===== config.mk =====
export PLATFORM = sky130hd
export DESIGN_NAME = seg_decoder
export DESIGN_NICKNAME = d
export VERILOG_FILES = /design/src/rtl/seg_decoder.sv
export SDC_FILE = /design/constraint.sdc
export NUM_CORES = 1
export LEC_CHECK = 0
export ABC_CLOCK_PERIOD_IN_PS = 3100
export CAP_MARGIN = 20
export CORE_UTILIZATION = 50
export DETAILED_ROUTE_END_ITERATION = 16
export PLACE_DENSITY = 0.79
export SYNTH_ARGS = -nofsm -noshare
export SYNTH_HDL_FRONTEND = slang
export SYNTH_SLANG_ARGS = --single-unit
export TNS_END_PERCENT = 30

===== constraint.sdc =====
create_clock -name clk -period 3.1 [get_ports clk]
set_input_delay 0.465 -clock clk [delete_from_list [all_inputs] [get_ports clk]]
set_output_delay 0.465 -clock clk [all_outputs]
set_load 0.01 [all_outputs]

===== src/rtl/seg_decoder.sv =====
// -----------------------------------------------------------------------------
// seg_decoder
//
// Purpose:
//   Decodes a stream of 7-segment patterns into a packed BCD number. Digits
//   are collected until a BLANK delimiter is seen or NDIG digits have
//   arrived. The finished number is then held on the output until the
//   consumer takes it. An invalid pattern discards the number being
//   collected, and every digit after it, up to the next BLANK. Each invalid
//   pattern is flagged with a one-cycle err pulse and counted in a
//   saturating counter.
//
// Parameters:
//   NDIG       maximum number of digits per number (1..8)
//
// Ports:
//   clk        single clock, rising edge
//   rst_n      synchronous active-low reset
//   in_valid   in_pat carries a segment pattern
//   in_pat     segment pattern, bit 7 first
//   in_ready   pattern is accepted this cycle (low only while holding output)
//   out_valid  decoded number is presented
//   out_bcd    BCD number; most recent digit in [3:0]; zero when not valid
//   out_count  number of digits in out_bcd; zero when not valid
//   out_ready  consumer takes the number this cycle
//   err        one-cycle pulse after an invalid pattern is accepted
//   err_cnt    saturating count of invalid patterns since reset
//
// States:
//   state | meaning
//   IDLE  | no number in progress; waiting for the first digit
//   ACCUM | collecting digits of a number
//   HOLD  | number complete; presented until out_ready
//   DROP  | invalid pattern seen; discarding up to the next BLANK
// -----------------------------------------------------------------------------
module seg_decoder #(
  parameter int NDIG = 4
) (
  input  logic              clk,
  input  logic              rst_n,
  input  logic              in_valid,
  input  logic [7:0]        in_pat,
  output logic              in_ready,
  output logic              out_valid,
  output logic [4*NDIG-1:0] out_bcd,
  output logic [3:0]        out_count,
  input  logic              out_ready,
  output logic              err,
  output logic [7:0]        err_cnt
);

  if (NDIG < 1 || NDIG > 8) begin : g_ndig_check
    $error("seg_decoder: NDIG must be in 1..8");
  end

  localparam logic [3:0] NDIG_CNT = 4'(NDIG);

  typedef enum logic [1:0] {
    IDLE  = 2'd0,
    ACCUM = 2'd1,
    HOLD  = 2'd2,
    DROP  = 2'd3
  } state_e;

  typedef enum logic [1:0] {
    PAT_DIGIT   = 2'd0,
    PAT_BLANK   = 2'd1,
    PAT_INVALID = 2'd2
  } pat_kind_e;

  state_e            state_q, state_d;
  logic [4*NDIG-1:0] bcd_q, bcd_d;
  logic [3:0]        count_q, count_d;
  logic              err_q, err_d;
  logic [7:0]        err_cnt_q, err_cnt_d;

  pat_kind_e         pat_kind;
  logic [3:0]        pat_digit;
  logic              accept;
  logic [4*NDIG-1:0] bcd_shift;
  logic [3:0]        count_inc;

  // Pattern decode. The match must be exact, so any pattern with bit 7 set
  // falls through to INVALID.
  always_comb begin
    pat_kind  = PAT_INVALID;
    pat_digit = 4'd0;
    case (in_pat)
      8'h3F: begin pat_kind = PAT_DIGIT; pat_digit = 4'd0; end
      8'h01: begin pat_kind = PAT_DIGIT; pat_digit = 4'd1; end
      8'h41: begin pat_kind = PAT_DIGIT; pat_digit = 4'd2; end
      8'h49: begin pat_kind = PAT_DIGIT; pat_digit = 4'd3; end
      8'h62: begin pat_kind = PAT_DIGIT; pat_digit = 4'd4; end
      8'h5C: begin pat_kind = PAT_DIGIT; pat_digit = 4'd5; end
      8'h52: begin pat_kind = PAT_DIGIT; pat_digit = 4'd6; end
      8'h64: begin pat_kind = PAT_DIGIT; pat_digit = 4'd7; end
      8'h36: begin pat_kind = PAT_DIGIT; pat_digit = 4'd8; end
      8'h76: begin pat_kind = PAT_DIGIT; pat_digit = 4'd9; end
      8'h00: begin pat_kind = PAT_BLANK; pat_digit = 4'd0; end
      default: begin pat_kind = PAT_INVALID; pat_digit = 4'd0; end
    endcase
  end

  assign in_ready  = (state_q != HOLD);
  assign accept    = in_valid && in_ready;
  assign count_inc = count_q + 4'd1;

  // The new digit enters at the bottom nibble and the oldest digit moves up.
  // With a single-digit number there is nothing to shift.
  if (NDIG == 1) begin : g_shift_one
    assign bcd_shift = pat_digit;
  end else begin : g_shift_many
    assign bcd_shift = {bcd_q[4*NDIG-5:0], pat_digit};
  end

  always_comb begin
    state_d = state_q;
    bcd_d   = bcd_q;
    count_d = count_q;
    err_d   = 1'b0;

    case (state_q)
      IDLE: begin
        if (accept) begin
          case (pat_kind)
            PAT_DIGIT: begin
              bcd_d       = '0;
              bcd_d[3:0]  = pat_digit;
              count_d     = 4'd1;
              state_d     = (NDIG == 1) ? HOLD : ACCUM;
            end
            PAT_INVALID: begin
              err_d   = 1'b1;
              state_d = DROP;
            end
            default: state_d = IDLE;
          endcase
        end
      end

      ACCUM: begin
        if (accept) begin
          case (pat_kind)
            PAT_DIGIT: begin
              bcd_d   = bcd_shift;
              count_d = count_inc;
              if (count_inc == NDIG_CNT) begin
                state_d = HOLD;
              end
            end
            PAT_BLANK: begin
              state_d = HOLD;
            end
            default: begin
              bcd_d   = '0;
              count_d = 4'd0;
              err_d   = 1'b1;
              state_d = DROP;
            end
          endcase
        end
      end

      HOLD: begin
        // in_ready is low here, so no pattern can be accepted on the release
        // edge; the next number starts on the following cycle.
        if (out_ready) begin
          bcd_d   = '0;
          count_d = 4'd0;
          state_d = IDLE;
        end
      end

      DROP: begin
        if (accept) begin
          case (pat_kind)
            PAT_BLANK:   state_d = IDLE;
            PAT_INVALID: err_d   = 1'b1;
            default:     state_d = DROP;
          endcase
        end
      end

      default: begin
        bcd_d   = '0;
        count_d = 4'd0;
        state_d = IDLE;
      end
    endcase
  end

  assign err_cnt_d = (err_d && (err_cnt_q != 8'hFF)) ? (err_cnt_q + 8'd1) : err_cnt_q;

  always_ff @(posedge clk) begin
    if (!rst_n) begin
      state_q   <= IDLE;
      bcd_q     <= '0;
      count_q   <= 4'd0;
      err_q     <= 1'b0;
      err_cnt_q <= 8'd0;
    end else begin
      state_q   <= state_d;
      bcd_q     <= bcd_d;
      count_q   <= count_d;
      err_q     <= err_d;
      err_cnt_q <= err_cnt_d;
    end
  end

  // The number is still being built in ACCUM, so it is masked until HOLD.
  assign out_valid = (state_q == HOLD);
  assign out_bcd   = out_valid ? bcd_q : '0;
  assign out_count = out_valid ? count_q : 4'd0;
  assign err       = err_q;
  assign err_cnt   = err_cnt_q;

endmodule


* Yosys cells after proc, flatten, opt, wreduce, memory -nomap -nowiden *
Cells that the tools add are included.

storage, ports and cells
  memories kept = 0
  bits in writable memories = 0
  memory bits (read-only) = 0
  latch bits = 0
  output and inout port bits = 31
  bits of input ports = 12
  register bits after elaboration = 31

cells by class
  bitwise gates (word level) = 0
  add/subtract/negate cells = 2
  order comparisons = 0
  mux-type cells = 30
  equality and inequality tests = 26
  shift-type cells = 0
  reduce and logical (&&, ||, !) cells = 11
  div/mod/pow operators = 0
  multipliers = 0

operator list
  cell                                                              number
  16-bit 2-to-1 mux                                                 5
  8-bit by 7-bit == test with 1-bit output (second input constant)  7
  16-bit one-hot mux with 3 select lines                            1
  4-bit one-hot mux with 9 select lines                             1
  16-bit one-hot mux with 2 select lines                            1
  4-bit 2-to-1 mux                                                  5
  8-bit by 6-bit == test with 1-bit output (second input constant)  2
  2-bit one-hot mux with 2 select lines                             4
  2-bit inequality test (second input constant)                     7
  4-bit one-hot mux with 3 select lines                             1
  6-bit AND reduction                                               2
  2-bit 2-to-1 mux                                                  5
  10-bit OR reduction                                               1
  8-bit by 1-bit adder with 8-bit output (second input constant)    1
  8-bit by 1-bit == test with 1-bit output (second input constant)  1
  8-bit logical NOT                                                 1
  8-bit inequality test (second input constant)                     1
  2-bit one-hot mux with 4 select lines                             1
  4-bit one-hot mux with 2 select lines                             1
  2-bit == test (second input constant)                             3
  4-bit by 1-bit adder with 4-bit output (second input constant)    1
  2-bit by 1-bit == test with 1-bit output (second input constant)  2
  4-bit by 3-bit == test with 1-bit output (second input constant)  1
  2-bit logical NOT                                                 2
  other kinds (7)                                                   12

* Longest topological paths before layout *
Gate-level depths: netlist of the first run.

  depth in word-level cells = 9
  mapped depth = 9

* Least setup slack after synthesis of the first run *
OpenSTA, ideal clock, no wires.

  path kind = register to register
  start = register state_q[1]
  end = register count_q[2]
  path slack = 749 ps
  buffers on the path = 1
  required time = 3026 ps
  data arrival time = 2276 ps
  clock period less this slack = 2351 ps
  stages on the path, launching flop included = 9
  library setup time = 74 ps
  path through = dfxtp_1 > inv_1 > ha_1 > clkbuf_1 > or3_1 > a221oi_2 > o31ai_2 > or4_1 > a31oi_1

between the ends
  word-level cells in the longest chain between the ends = 4
  elaborated cells on any way between the ends = 13
  classes of those cells = eq/ne: 8; mux: 1; reduce/logical: 4

ends and longest elaborated chain
  element                          RTL line  RTL
  from (decl)                      71        state_e state_q, state_d;
  from (signal assigned)           202       state_q <= state_d;
  2-bit inequality test            104       assign in_ready = (state_q != HOLD);
  1-bit logical AND                105       assign accept = in_valid && in_ready;
  2-bit inequality test (no line)  --
  6-bit AND reduction (no line)    --
  to (signal assigned)             204       count_q <= count_d;
  to (decl)                        73        logic [3:0] count_q, count_d;

Parallel ways exist; a longest one is shown, timed or not.
A chain may end at the register's enable or synchronous reset.

* Worst setup path after layout of the first run *
  start = input in_pat[6]
  end = register count_q[3]

between the ends
  word-level cells in the longest chain between the ends = 7
  elaborated cells on any way between the ends = 21
  classes of those cells = eq/ne: 13; mux: 4; reduce/logical: 4

ends and longest elaborated chain
  element                                                                        RTL line  RTL
  from (decl)                                                                    42        input logic [7:0] in_pat,
  8-bit by 7-bit == test with 1-bit output (tied with other cells)               88        case (in_pat)
  10-bit OR reduction (no line)                                                  --
  2-bit one-hot mux with 2 select lines (*)                                      88
  2-bit by 1-bit == test with 1-bit output or 2-bit logical NOT (tied branches)  143, 125
  4-bit one-hot mux with 2 select lines                                          143       case (pat_kind)
  4-bit 2-to-1 mux                                                               142       if (accept) begin
  4-bit one-hot mux with 3 select lines                                          122       case (state_q)

Mark *: on every way between the ends. The rest lies on a longest branch, timed or not. The select of a mux whose other input is x is not followed.

==> results of run 1 <==
## state kept, by name (all words and copies together) (netlist names)
signal and cells:
bcd_q 16, err_cnt 8, count_q 4, state_q 2, err 1
## per-layer routing
metal	global-route usage	part of all wire	wire, µm	up-vias
met3	0.0804	0.050	215	7
met5	0	0	0	-
met2	0.379	0.48	2060	55
li1	-	-	-	915
met4	0.0710	0.013	56	0
met1	0.292	0.46	2000	809
## Yosys cell counts (2+ instances only)
| cell type | count |
|---|---|
| clkbuf_1 | 6 |
| buf_2 | 4 |
| mux2i_1 | 2 |
| nand4b_1 | 3 |
| nand3_1 | 9 |
| and3_1 | 5 |
| nand2_1 | 16 |
| and2_1 | 22 |
| o21ai_2 | 2 |
| o41ai_1 | 2 |
| o21a_1 | 5 |
| nor3_1 | 3 |
| nand2b_1 | 6 |
| xor2_1 | 2 |
| o31ai_1 | 3 |
| or4_1 | 2 |
| nand4_1 | 3 |
| a22o_1 | 12 |
| and4_1 | 2 |
| xnor2_1 | 3 |
| or3_1 | 6 |
| ha_1 | 8 |
| o22ai_1 | 2 |
| nor2b_1 | 3 |
| nor4_1 | 4 |
| a21oi_1 | 10 |
| o21ai_0 | 3 |
| dfxtp_1 | 31 |
| o32ai_1 | 2 |
| nor2_1 | 9 |
| inv_1 | 9 |
## worst max-delay path: stages
cell and delay, ns:
clkdlybuf4s50_1 0.53, or3b_1 0.42, nor4_1 0.42, a211o_4 0.20, o21ai_2 0.09, nor2_1 0.71
a221o_1 0.26
## worst paths after layout
kind / startpoint / end / slack, ns / depth (start not counted)
min: bcd_q[12]$_SDFFE_PN0P_ / bcd_q[12]$_SDFFE_PN0P_ / 0.48 / 1
max reg2reg: state_q[1]$_SDFFE_PN0P_ / count_q[3]$_SDFFE_PN0P_ / 0.33 / 7
max: in_pat[6] / count_q[3]$_SDFFE_PN0P_ / 0.25 / 7
min reg2reg: bcd_q[12]$_SDFFE_PN0P_ / bcd_q[12]$_SDFFE_PN0P_ / 0.48 / 1
## cell type report
cell class	instances	share of cell area
multi-input combinational	170	0.470
tap	48	0.0237
inverter	9	0.0133
sequential	31	0.245
clock inverter	2	0.0138
clock buffer	6	0.0326
timing repair buffer	54	0.201
## stage by stage
stage	total power, mW	setup WS, ns	utilization	std cells
6_report	1.35	0.254	0.692	320
4_1_cts	1.35	0.318	0.692	320
3_5_place_dp	0.942	0.0597	0.660	312
3_3_place_gp	0.934	0.0675	0.660	312
2_1_floorplan	0.778	0.749	-	222
5_1_grt	1.43	0.129	0.692	320
## power breakdown
part	internal [mW]	leakage [nW]	total, mW	switching (mW)
clock network	0.260	0.0612	0.411	0.152
logic	0.207	0.649	0.484	0.276
registers	0.426	0.251	0.457	0.0307
total	0.893	0.961	1.35	0.459
## cells by family (layout without fill, tap and decap cells)
group | count (synthesis) | in the layout | synth area share
buffers and inverters | 21 | 71 | 0.0499
flip-flops | 31 | 31 | 0.325
AND/OR/NAND/NOR | 97 | 97 | 0.293
adder cells (fa/ha/maj) | 8 | 8 | 0.0525
AO/OA/AOI/OAI | 58 | 58 | 0.246
XOR/XNOR | 5 | 5 | 0.0230
multiplexers | 2 | 2 | 0.0105
==> metrics.txt, run 1 <==
setup TNS=0 ns; post-route cell area=2530 µm²; yosys warns=0; Main synth FF type=dfxtp_1; Seq/Total Area, Yosys=0.325; CTS resizes=0; Max Root-Sink Buffers=2; Layout Nets=291; FMAX=0.351 GHz; vias in the first global route=1,632; DR WL/cell=13.5 µm; Vias=1,786; Die Y=63.8 µm; Slew headroom=0.407; die area=4060 µm²; area of all sequential standard cells=621 µm²; most common cell after layout, fill and taps aside=clkdlybuf4s50_1; row count=22; Critical Path AT=3.08 ns; clock sinks=31; Post-CTS Setup Bufs=0; gr ovfl total=0; power density cells=534 nW/µm²; diode count=0; Initial Utilization=0.521; leakage power=0.961 nW; clock transition at the registers of the reported paths=0.06 ns; vias per cell=5.58; Final HPWL DP=3.25 mm; WL final=4.33 mm; Tcrit/Tclk final=0.918; crit start category=primary input; Mapped Cells=222; Synth Cell Area=1910 µm²; die width=63.8 µm; Synth area leaders=dfxtp_1 33%, and2_1 7.2%, a22o_1 5.5%; port bufs=42; worst hold slack=0.475 ns; largest net degree at the start of global routing=23; Iter 0 DRT Violations=94; Crit Path Max Fanout=13; Synth cell types=54; area post-placement=2420 µm²; most frequent cells in the layout=42 x clkdlybuf4s50_1, 31 x dfxtp_1, 22 x and2_1; Top Ports=43; Least-Margin Pin Slew=0.886 ns; area of the multi-input gates=1190 µm²; final hold vios=0; share of cells above drive strength 1=0.107; Yosys reg bits=31; number of flops mapped to enable cells by yosys=0; CTS tree=yes; core footprint=3660 µm²; worst-skew pair later-pin latency=0.29 ns; residual DRC count=0; Filler cells=310; RSZ-0062 raised after global routing=false; CP endpoint kind=flop; Async S/R FF share, synth=0; DR pass1 iterations=4; share of the synthesized area in the top cell type=0.325; max-cap violations=0; status=complete, no violations; Syn Nets=242; Post-CTS Hold Buffers=0; gr usage total=0.235; WS Path Type=in -> reg; Worst Hold Class=reg -> reg; peak supply drop=0.433 mV; ANT nets after route=0; Avg Synthesized Cell Area=8.59 µm²; Final Setup Violations=0; clk_skew=0.00296 ns; root buffer cell=clkbuf_8; Max Slew Vio Count=0; P&R area growth vs syn=32.9%; first-pass GRT wire length=7.35 mm; Tmin final=2.85 ns; initial antenna violation count=0; CTS H-tree depth=2; cell type with the largest total area after synthesis=dfxtp_1; Data required, critical path=3.33 ns; CTS buffer count=5; RD Place Congestion=0.860
Note: power is estimated with default switching activity, not from simulation.
==> inputs of run 2 (changes only) <==
CTS_BUF_LIST = sky130_fd_sc_hd__clkbuf_16   (was unset)
==> run 2 against run 1 <==
Against the previous run: clock power increased by 33%; non-clock buffer count unchanged; via count increased by 3.0%; sequential share of layout area decreased by 0.44 points; hold slack got worse by 0.0024 ns; global-route usage increased by 0.42 points; critical path type unchanged.
==> metrics.txt, run 2 (synthesized netlist as in run 1, its figures left out) <==
gr usage total=0.239 (was 0.235); ANT nets after route=0 (unchanged); r2r startpoint=state_q[1]$_SDFFE_PN0P_ (unchanged); CTS buffer count=5 (unchanged); Least-Margin Pin Slew=0.801 ns (was 0.886 ns); slowest CP cell=nor2_1 (unchanged); Final Setup Violations=0 (unchanged); reg2reg setup slack=0.40 ns (was 0.33 ns); core footprint=3660 µm² (unchanged); critical hold path startpoint=bcd_q[12]$_SDFFE_PN0P_ (unchanged); status=complete, no violations (unchanged); Data required, critical path=3.32 ns (was 3.33 ns); placed insts=312 (unchanged); max-cap violations=0 (unchanged); Switching Share=0.322 (was 0.339); max reg flops=16 (unchanged); peak supply drop=0.407 mV (was 0.433 mV); CP endpoint kind=flop (unchanged); Worst Hold Class=reg -> reg (unchanged); CTS H-tree depth=2 (unchanged); Critical Path AT=3.04 ns (was 3.08 ns); final hold vios=0 (unchanged); most common cell after layout, fill and taps aside=clkdlybuf4s50_1 (unchanged); pre-CTS setup slack=0.0597 ns (unchanged); clock sinks=31 (unchanged); FMAX=0.355 GHz (was 0.351 GHz); leakage power=0.981 nW (was 0.961 nW); WHS Endpoint=bcd_q[12]$_SDFFE_PN0P_ (unchanged); area post-placement=2420 µm² (unchanged); clock transition at the registers of the reported paths=0.05 ns (was 0.06 ns); setup ws final=0.286 ns (was 0.254 ns); Die Y=63.8 µm (unchanged); DR pass1 iterations=5 (was 4); WS Path Type=in -> reg (unchanged); CP peak stage delay=0.65 ns (was 0.71 ns); worst path cell trace=clkdlybuf4s50_1 -> or3b_1 -> nor4_1 -> a211o_4 -> o21ai_2 -> nor2_1 -> a221o_1 (unchanged); post-route cell area=2580 µm² (was 2530 µm²); Worst R2R End=count_q[3]$_SDFFE_PN0P_ (unchanged); power density cells=576 nW/µm² (was 534 nW/µm²); die width=63.8 µm (unchanged); area of all sequential standard cells=621 µm² (unchanged); Tcrit/Tclk final=0.908 (was 0.918); Iter 0 DRT Violations=103 (was 94); diode count=0 (unchanged); initial antenna violation count=0 (unchanged); first-pass GRT wire length=7.54 mm (was 7.35 mm); Comb pwr share=0.325 (was 0.358); DR WL/cell=14.1 µm (was 13.5 µm); vias in the first global route=1,711 (was 1,632); gr ovfl total=0 (unchanged); RSZ-0062 raised after global routing=false (unchanged); Initial Utilization=0.521 (unchanged); Layout Nets=291 (unchanged); CTS resizes=0 (unchanged); Largest Register=bcd_q (unchanged); Final HPWL DP=3.25 mm (unchanged); CP startpoint=in_pat[6] (unchanged); area of the multi-input gates=1190 µm² (unchanged); setup TNS=0 ns (unchanged); row count=22 (unchanged); worst-skew pair later-pin latency=0.28 ns (was 0.29 ns); largest net degree at the start of global routing=23 (unchanged); Vias=1,839 (was 1,786); P&R area growth vs syn=35.3% (was 32.9%); worst-case reg-to-reg path depth=7 (unchanged); most frequent cells in the layout=42 x clkdlybuf4s50_1, 31 x dfxtp_1, 22 x and2_1 (unchanged); port bufs=42 (unchanged); Crit Path Max Fanout=13 (unchanged); Max Slew Vio Count=0 (unchanged); Post-CTS Hold Buffers=0 (unchanged); Cells on Worst Hold Path=1 (unchanged); NetSw=478 µW (was 459 µW); CTS tree=yes (unchanged); vias per cell=5.75 (was 5.58); Max Root-Sink Buffers=2 (unchanged); share of cells above drive strength 1=0.103 (was 0.107); clk_skew=0.00349 ns (was 0.00296 ns); root buffer cell=clkbuf_16 (was clkbuf_8); Slew headroom=0.464 (was 0.407); share of power burned in registers=0.308 (was 0.338); Top Ports=43 (unchanged); Post-Layout Cell Count=320 (unchanged); die area=4060 µm² (unchanged); WL final=4.50 mm (was 4.33 mm); clock share of power=0.367 (was 0.304); Tmin final=2.81 ns (was 2.85 ns); Post-CTS Setup Bufs=0 (unchanged); residual DRC count=0 (unchanged); Filler cells=306 (was 310); RD Place Congestion=0.860 (unchanged); Pint=1.01 mW (was 893 µW); crit start category=primary input (unchanged)
run 2: per-stage QoR:
step                      utilization  hold slack, ns  total power [mW]
final                           0.705           0.473              1.49
after global routing            0.705           0.511              1.56
after CTS                       0.705           0.470              1.48
after detailed placement        0.660           0.459             0.942
after global placement          0.660           0.458             0.934
after floorplan                     -           0.437             0.778
run 2: worst max-delay path by stage:
| stage | end | slack (ns) | cells past startpoint |
|---|---|---|---|
| 2_1_floorplan | count_q[2]$_SDFFE_PN0P_ | 0.75 | 8 |
| 3_3_place_gp | count_q[3]$_SDFFE_PN0P_ | 0.07 | 7 |
| 3_5_place_dp | count_q[3]$_SDFFE_PN0P_ | 0.06 | 7 |
| 4_1_cts | count_q[3]$_SDFFE_PN0P_ | 0.27 | 7 |
| 5_1_grt | count_q[3]$_SDFFE_PN0P_ | 0.11 | 7 |
| 6_report | count_q[3]$_SDFFE_PN0P_ | 0.29 | 7 |
run 2: worst max-delay path: cells and delay by family:
family | cells | cell delay (ns)
buffers and inverters | 1 | 0.53
AND/OR/NAND/NOR | 3 | 1.50
AO/OA/AOI/OAI | 3 | 0.55
run 2: layout make-up:
class / instances / area share
clock buffer: 5 / 0.0485
clock inverter: 3 / 0.0150
inverter: 9 / 0.0131
multi-input combinational: 170 / 0.462
sequential: 31 / 0.241
tap: 48 / 0.0233
timing repair buffer: 54 / 0.198
run 2: power groups by stage:
stage / Clock, mW / Sequential [mW] / Combinational (mW)
finish: 0.545 / 0.457 / 0.483
global placement: 0 / 0.464 / 0.470
global route: 0.570 / 0.461 / 0.528
CTS: 0.548 / 0.457 / 0.480
floorplan: 0 / 0.466 / 0.312
detailed placement: 0 / 0.465 / 0.477
run 2: layer usage:
layer,track usage,up-vias,routed length (µm)
li1,-,921,-
met4,0.114,0,78
met1,0.289,849,2050
met2,0.406,58,2170
met5,0,-,0
met3,0.0429,11,196
